## src/rtl/npc_redirect.sv

```systemverilog
// Fetch-side next-PC unit: sequential increment, stall hold, and EX-stage redirects,
// with a pending-target buffer while the fetch port is busy. Define NPC_PERF_EN for perf counters.
module npc_redirect #(
    parameter logic [31:0] RESET_PC = 32'h1C00_0000
) (
    input  logic        clk,
    input  logic        rstn,
    input  logic        stall,
    input  logic        ex_valid,
    input  logic [1:0]  npc_sel,
    input  logic [31:0] ex_pc,
    input  logic [31:0] ex_offset,
    input  logic [31:0] ex_rj,
    input  logic        fetch_ready,
    output logic [31:0] pc,
    output logic        pc_valid,
    output logic        flush_if,
    output logic        flush_id,
    output logic        target_misalign
`ifdef NPC_PERF_EN
    ,
    output logic [31:0] redirect_cnt,
    output logic [31:0] pend_cnt
`endif
);

    typedef enum logic {
        S_RUN  = 1'b0,
        S_PEND = 1'b1
    } state_t;

    state_t      r_state;
    logic [31:0] r_pc;
    logic [31:0] r_pend_tgt;
    logic        r_pc_valid;
    logic        r_misalign;

    logic [31:0] w_br_tgt;
    logic [31:0] w_jr_tgt;
    logic [31:0] w_tgt_raw;
    logic [31:0] w_tgt;
    logic        w_redir;
    logic        w_in_pend;

    assign w_br_tgt  = ex_pc + ex_offset;
    assign w_jr_tgt  = ex_rj + ex_offset;
    assign w_tgt_raw = (npc_sel == 2'b10) ? w_jr_tgt : w_br_tgt;
    assign w_tgt     = {w_tgt_raw[31:2], 2'b00};
    // Reserved code 01 has bit 1 clear, so it falls through as sequential.
    assign w_redir   = ex_valid & npc_sel[1];
    assign w_in_pend = (r_state == S_PEND);

    // Flushes are combinational so the wrong-path slots die in the redirect cycle itself.
    assign flush_id = rstn & w_redir;
    assign flush_if = rstn & (w_redir | w_in_pend);

    assign pc              = r_pc;
    assign pc_valid        = r_pc_valid;
    assign target_misalign = r_misalign;

    // NOTE: every register here is updated with <= so all of them see the pre-edge values.
    always_ff @(posedge clk) begin
        if (!rstn) begin
            r_state    <= S_RUN;
            r_pc       <= RESET_PC;
            r_pend_tgt <= '0;
            r_pc_valid <= 1'b0;
            r_misalign <= 1'b0;
        end else begin
            r_misalign <= w_redir & (w_tgt_raw[1:0] != 2'b00);
            case (r_state)
                S_RUN: begin
                    // A redirect beats stall: the stalled ID instruction is on the wrong path.
                    if (w_redir) begin
                        if (fetch_ready) begin
                            r_pc       <= w_tgt;
                            r_pc_valid <= 1'b1;
                        end else begin
                            r_pend_tgt <= w_tgt;
                            r_state    <= S_PEND;
                            r_pc_valid <= 1'b0;
                        end
                    end else begin
                        r_pc_valid <= 1'b1;
                        if (!stall && fetch_ready) begin
                            r_pc <= r_pc + 32'd4;
                        end
                    end
                end
                S_PEND: begin
                    if (w_redir) begin
                        r_pend_tgt <= w_tgt;
                    end
                    if (fetch_ready) begin
                        r_pc       <= w_redir ? w_tgt : r_pend_tgt;
                        r_state    <= S_RUN;
                        r_pc_valid <= 1'b1;
                    end else begin
                        r_pc_valid <= 1'b0;
                    end
                end
                default: begin
                    r_state    <= S_RUN;
                    r_pc_valid <= 1'b0;
                end
            endcase
        end
    end

`ifdef NPC_PERF_EN
    logic [31:0] r_redirect_cnt;
    logic [31:0] r_pend_cnt;

    always_ff @(posedge clk) begin
        if (!rstn) begin
            r_redirect_cnt <= '0;
            r_pend_cnt     <= '0;
        end else begin
            if (w_redir) begin
                r_redirect_cnt <= r_redirect_cnt + 32'd1;
            end
            if (w_in_pend) begin
                r_pend_cnt <= r_pend_cnt + 32'd1;
            end
        end
    end

    assign redirect_cnt = r_redirect_cnt;
    assign pend_cnt     = r_pend_cnt;
`endif

endmodule
```

## config.mk

```make
export PLATFORM = sky130hd
export DESIGN_NAME = npc_redirect
export DESIGN_NICKNAME = d
export VERILOG_FILES = /design/src/rtl/npc_redirect.sv
export SDC_FILE = /design/constraint.sdc
export NUM_CORES = 1
export LEC_CHECK = 0
export ABC_CLOCK_PERIOD_IN_PS = 4900
export CAP_MARGIN = 20
export CORE_ASPECT_RATIO = 1.4
export CORE_MARGIN = 2
export CORE_UTILIZATION = 51
export CTS_CLUSTER_SIZE = 28
export DETAILED_ROUTE_END_ITERATION = 12
export PLACE_DENSITY = 0.82
export REMOVE_ABC_BUFFERS = 1
export SYNTH_ARGS = -nofsm -noshare
export SYNTH_HDL_FRONTEND = slang
export SYNTH_SLANG_ARGS = --single-unit
```

## constraint.sdc

```tcl
create_clock -name clk -period 4.9 [get_ports clk]
set_input_delay 1.47 -clock clk [delete_from_list [all_inputs] [get_ports clk]]
set_output_delay 1.47 -clock clk [all_outputs]
set_load 0.1 [all_outputs]
```

### Word-level counts from Yosys, hierarchy flattened

Cells that the tools add are included.

| word-level totals | value |
|---|---|
| bits in registers | 67 |
| logic and storage cells | 41 |
| output and inout bits | 36 |
| input bits | 103 |

| cells by class | value |
|---|---|
| reduce and logical (&&, ||, !) cells | 5 |
| add/sub/neg operators | 3 |
| multiplexer cells | 16 |
| bitwise operators | 6 |
| equal/unequal tests | 6 |

Operator list:

| kind | count |
|---|---|
| $mux 32 | 8 |
| $pmux 32 s2 | 2 |
| $add 32x32->32 | 2 |
| $add 32x3->32 const B | 1 |
| $ne 2x2->1 const B | 3 |
| $ne 3x3->1 const B | 2 |
| $and 1x1->1 | 4 |
| $mux 1 | 4 |
| $pmux 1 s2 | 2 |
| $reduce_and 3->1 | 1 |
| $eq 2x2->1 const B | 1 |
| $reduce_and 2->1 | 1 |
| $reduce_bool 2->1 | 1 |
| $logic_and 1x1->1 | 1 |
| $logic_not 1->1 | 1 |
| $not 1->1 | 1 |
| $or 1x1->1 | 1 |

### Depth between registers and ports, before layout

| logic depth | value |
|---|---|
| depth after elaboration | 5 |
| mapped depth | 15 |
| depth with buffers taken out | 13 |

### Least setup slack after synthesis

OpenSTA, ideal clock, no wires.

| path | value |
|---|---|
| path type | input port to output port |
| start point | in rstn |
| end point | out flush_if |
| data required time | 3430 ps |
| cell stages on the path | 5 |
| path buffers | 3 |
| arrival | 3456 ps |
| setup slack | -26 ps |
| cell sequence | clkbuf_1 > inv_1 > clkbuf_1 > buf_1 > nor2_1 |

| on the way | value |
|---|---|
| cells in the longest elaborated chain, start to end | 1 |

Ends and longest elaborated chain:

| item | RTL line | text |
|---|---|---|
| start, declared | 7 | `input logic rstn,` |
| $and 1x1->1 | 55 | `assign flush_if = rstn & (w_redir \| w_in_pend);` |
| end, declared | 17 | `output logic flush_if,` |

Every way passes these cells.

### Final worst setup path

| path | value |
|---|---|
| start point | in npc_sel[1] |
| end point | reg r_pend_tgt[28] |

| on the way | value |
|---|---|
| cells in the longest elaborated chain, start to end | 5 |
| elaborated cells on any way between the ends | 9 |
| those cells by class | eq/ne: 2; mux: 5; bitwise: 1; reduce/logical: 1 |

Ends and longest elaborated chain:

| item | RTL line | text |
|---|---|---|
| start, declared | 10 | `input logic [1:0] npc_sel,` |
| $eq 2x2->1 | 47 | `assign w_tgt_raw = (npc_sel == 2'b10) ? w_jr_tgt : w_br_tgt;` |
| $mux 32 | 47 |  |
| $mux 32 | 75 | `if (fetch_ready) begin` |
| $mux 32 | 74 | `if (w_redir) begin` |
| $pmux 32 s2 | 71 | `case (r_state)` |
| end signal, assigned | 79 | `r_pend_tgt <= w_tgt;` |
| end signal, assigned | 92 | `r_pend_tgt <= w_tgt;` |
| end, declared | 34 | `logic [31:0] r_pend_tgt;` |

Parallel ways exist; a longest one is shown, timed or not. The select of a mux whose other input is x is not followed.
A chain may end at the register's enable or synchronous reset.

==> impl_metrics.env <==
export IMPL_regArea_sq_mm=0.001341
export IMPL_drt_first_pass_iters=6
export IMPL_total_power_mw=2.128
export IMPL_synthTopCellsByArea="dfxtp_1 (24%), nand2_1 (8.1%), ha_1 (7.8%), a21oi_1 (6.4%), mux2_2 (6.2%)"
export IMPL_drt_wirelength_per_cell_microns=17.15
export IMPL_fin_nets=1042
export IMPL_fp_dieW_microns=92.47
export IMPL_final_util=0.7151
export IMPL_drive_gt1_frac=0.1178
export IMPL_critPathLaunchType="input port"
export IMPL_cp_max_fo=15
export IMPL_switching_share=0.3726
export IMPL_syn_area_sq_mm=0.005588
export IMPL_ys_seq_area_frac=0.2400
export IMPL_synth_top_area_cell="dfxtp_1"
export IMPL_p_leak_nw=2.993
export IMPL_final_antenna_net_count=0
export IMPL_syn2layout_area_growth_pct=37.62
export IMPL_synthArstFlopShare=0
export IMPL_design_area_sq_mm=0.007690
export IMPL_grt_antenna_before_repair=0
export IMPL_synth_ff_type="dfxtp_1"
export IMPL_p_sw_mw=0.7929
export IMPL_grt_pass1_vias=6084
export IMPL_io_pins=139
export IMPL_fin_setup_tns_ps=0
export IMPL_numCtsBuffers=9
export IMPL_whs_ps=450.3
export IMPL_cts_sinks=67
export IMPL_pwr_share_comb=0.412
export IMPL_peakVddDrop_uv=202.6
export IMPL_period_needed_ps=4676
export IMPL_fp_dieH_microns=127.9
export IMPL_max_freq_mhz=213.9
export IMPL_ys_warn_count=0
export IMPL_place_ws_ps=-69.33
export IMPL_slew_viol_final=0
export IMPL_fillers=872
export IMPL_synth_top_cell_area_share=0.2400
export IMPL_diodes=0
export IMPL_cts_tree="built"
export IMPL_post_drt_via_cell_ratio=6.009
export IMPL_intPower_mw=1.335
export IMPL_cp_end_kind="register"
export IMPL_multi_input_area_sq_mm=0.004028
export IMPL_worstPathRequired_ps=5110
export IMPL_hpwl_microns=13670
export IMPL_pwr_share_seq=0.293
export IMPL_portBuffers=138
export IMPL_place_gp_congestion=0.9308
export IMPL_htree_levels=3
export IMPL_cts_root_buffer="clkbuf_16"
export IMPL_start_util=0.5196
export IMPL_clk_path_buf_depth=2
export IMPL_rsz0062_at_grt="false"
export IMPL_dp_cells=1033
export IMPL_synthCells=753
export IMPL_setup_violations=0
export IMPL_post_cts_resized=0
export IMPL_final_common_cell="clkdlybuf4s50_1"
export IMPL_synth_distinct_cells=64
export IMPL_path_clk_slew_ps=50
export IMPL_layout_common_cells="clkdlybuf4s50_1 (136), nand2_1 (120), a21oi_1 (71), dfxtp_1 (67), o21ai_0 (54)"
export IMPL_fin_worst_skew_ps=6.769
export IMPL_drc=0
export IMPL_p_per_area_mw_per_mm2=276.8
export IMPL_avgSynthCellArea_sq_um=7.421
export IMPL_synth_edf_count=0
export IMPL_drtIter0Drc=457
export IMPL_ctsHoldBuffers=0
export IMPL_dr_total_vias=6303
export IMPL_grt_ovfl_total=0
export IMPL_hold_viol=0
export IMPL_placed_area_sq_mm=0.007397
export IMPL_post_cts_buffers=0
export IMPL_maxCapViolCount=0
export IMPL_post_route_period_util=0.9543
export IMPL_grt_max_degree=50
export IMPL_routed_wirelength_microns=17990
export IMPL_crit_type="input port to register"
export IMPL_fp_row_count=45
export IMPL_worst_slack_ps=224.0
export IMPL_status="finished clean"
export IMPL_synth_seq_cells=67
export IMPL_tightest_slew_ps=995.4
export IMPL_min_path_type="register to register"
export IMPL_core_sq_mm=0.01075
export IMPL_die_area_sq_mm=0.01182
export IMPL_stdcell_count=1049
export IMPL_worstPathArrival_ps=4880
export IMPL_slew_limit_headroom=0.3343
export IMPL_grt_first_pass_wirelength_microns=28830
export IMPL_clock_latency_ps=330
export IMPL_p_clk_frac=0.295
export IMPL_grt_usage=0.3020
==> final timing paths <==
path,endpoint,startpoint,cells after the start,slack (ps)
min,r_pend_tgt[18],r_pend_tgt[18],2,450
min reg2reg,r_pend_tgt[18],r_pend_tgt[18],2,450
max,r_pend_tgt[28],npc_sel[1],17,220
max reg2reg,pc[29],pc[5],7,2140
==> logic make-up after synthesis <==
logic type / Yosys count / share of synthesized area
compound gates: 233 / 0.2620
flops: 67 / 0.2400
buf+inv: 60 / 0.04187
mux: 37 / 0.07322
xor+xnor: 49 / 0.07680
simple gates: 271 / 0.2241
fa+ha+maj: 36 / 0.08195
==> flip-flops by register name, summed over array words and instances (netlist names) <==
register / cells
r_pend_tgt: 32
r_state: 1
target_misalign: 1
pc: 32
pc_valid: 1
==> power by group through the flow <==
stage	clock network, mW	logic [mW]	registers (mW)
after detailed placement	0	0.863	0.634
final	0.627	0.877	0.624
after global placement	0	0.852	0.632
after floorplan	0	0.394	0.777
after CTS	0.629	0.868	0.623
after global routing	0.655	0.938	0.629
==> synth_stat cells, types with 5 or more instances <==
master    number
mux2i_1        6
o211ai_1       9
a21oi_1       72
mux2_2        31
xor2_1        21
nand4_1       15
nand2b_1       6
a311oi_1       8
o21a_1         5
inv_1         11
a211oi_1      10
nor3_1        16
nand3_1       32
a31oi_1       14
xnor2_1       28
a21o_1        20
nand2_1      120
and3_1         9
clkbuf_1      39
nor2_1        48
o21ai_0       54
dfxtp_1       67
buf_1          7
o21bai_1       5
or3_1          5
o31ai_1        7
ha_1          35
==> worst max-delay path, stage by stage <==
cell and delay, ps:
clkdlybuf4s50_1 490, nand2b_1 110, buf_12 170, mux2_2 230, ha_1 170, inv_1 60, fa_1 390, nand2b_1 180
a21oi_1 200, o21ai_0 210, nand3b_1 140, a21oi_1 80, buf_4 160, o41ai_1 380, buf_4 200, xnor2_1 130
o21ai_0 110
==> cell type report <==
class                           count  area share
Timing Repair Buffer              187      0.2349
Clock buffer                       15     0.03742
Inverter                           12    0.005857
Clock inverter                      1   0.0006508
Tap cell                          141     0.02294
Sequential cell                    67      0.1744
Multi-Input combinational cell    626      0.5238
==> layer usage <==
| layer | wire length [microns] | vias to the layer above | GRT usage |
|---|---|---|---|
| met1 | 7148 | 2922 | 0.3554 |
| met2 | 9048 | 289 | 0.5376 |
| met4 | 522 | 0 | 0.1422 |
| met5 | 0 | - | 0 |
| li1 | - | 3045 | - |
| met3 | 1273 | 47 | 0.04056 |
Power figures use the tool's default switching activity.
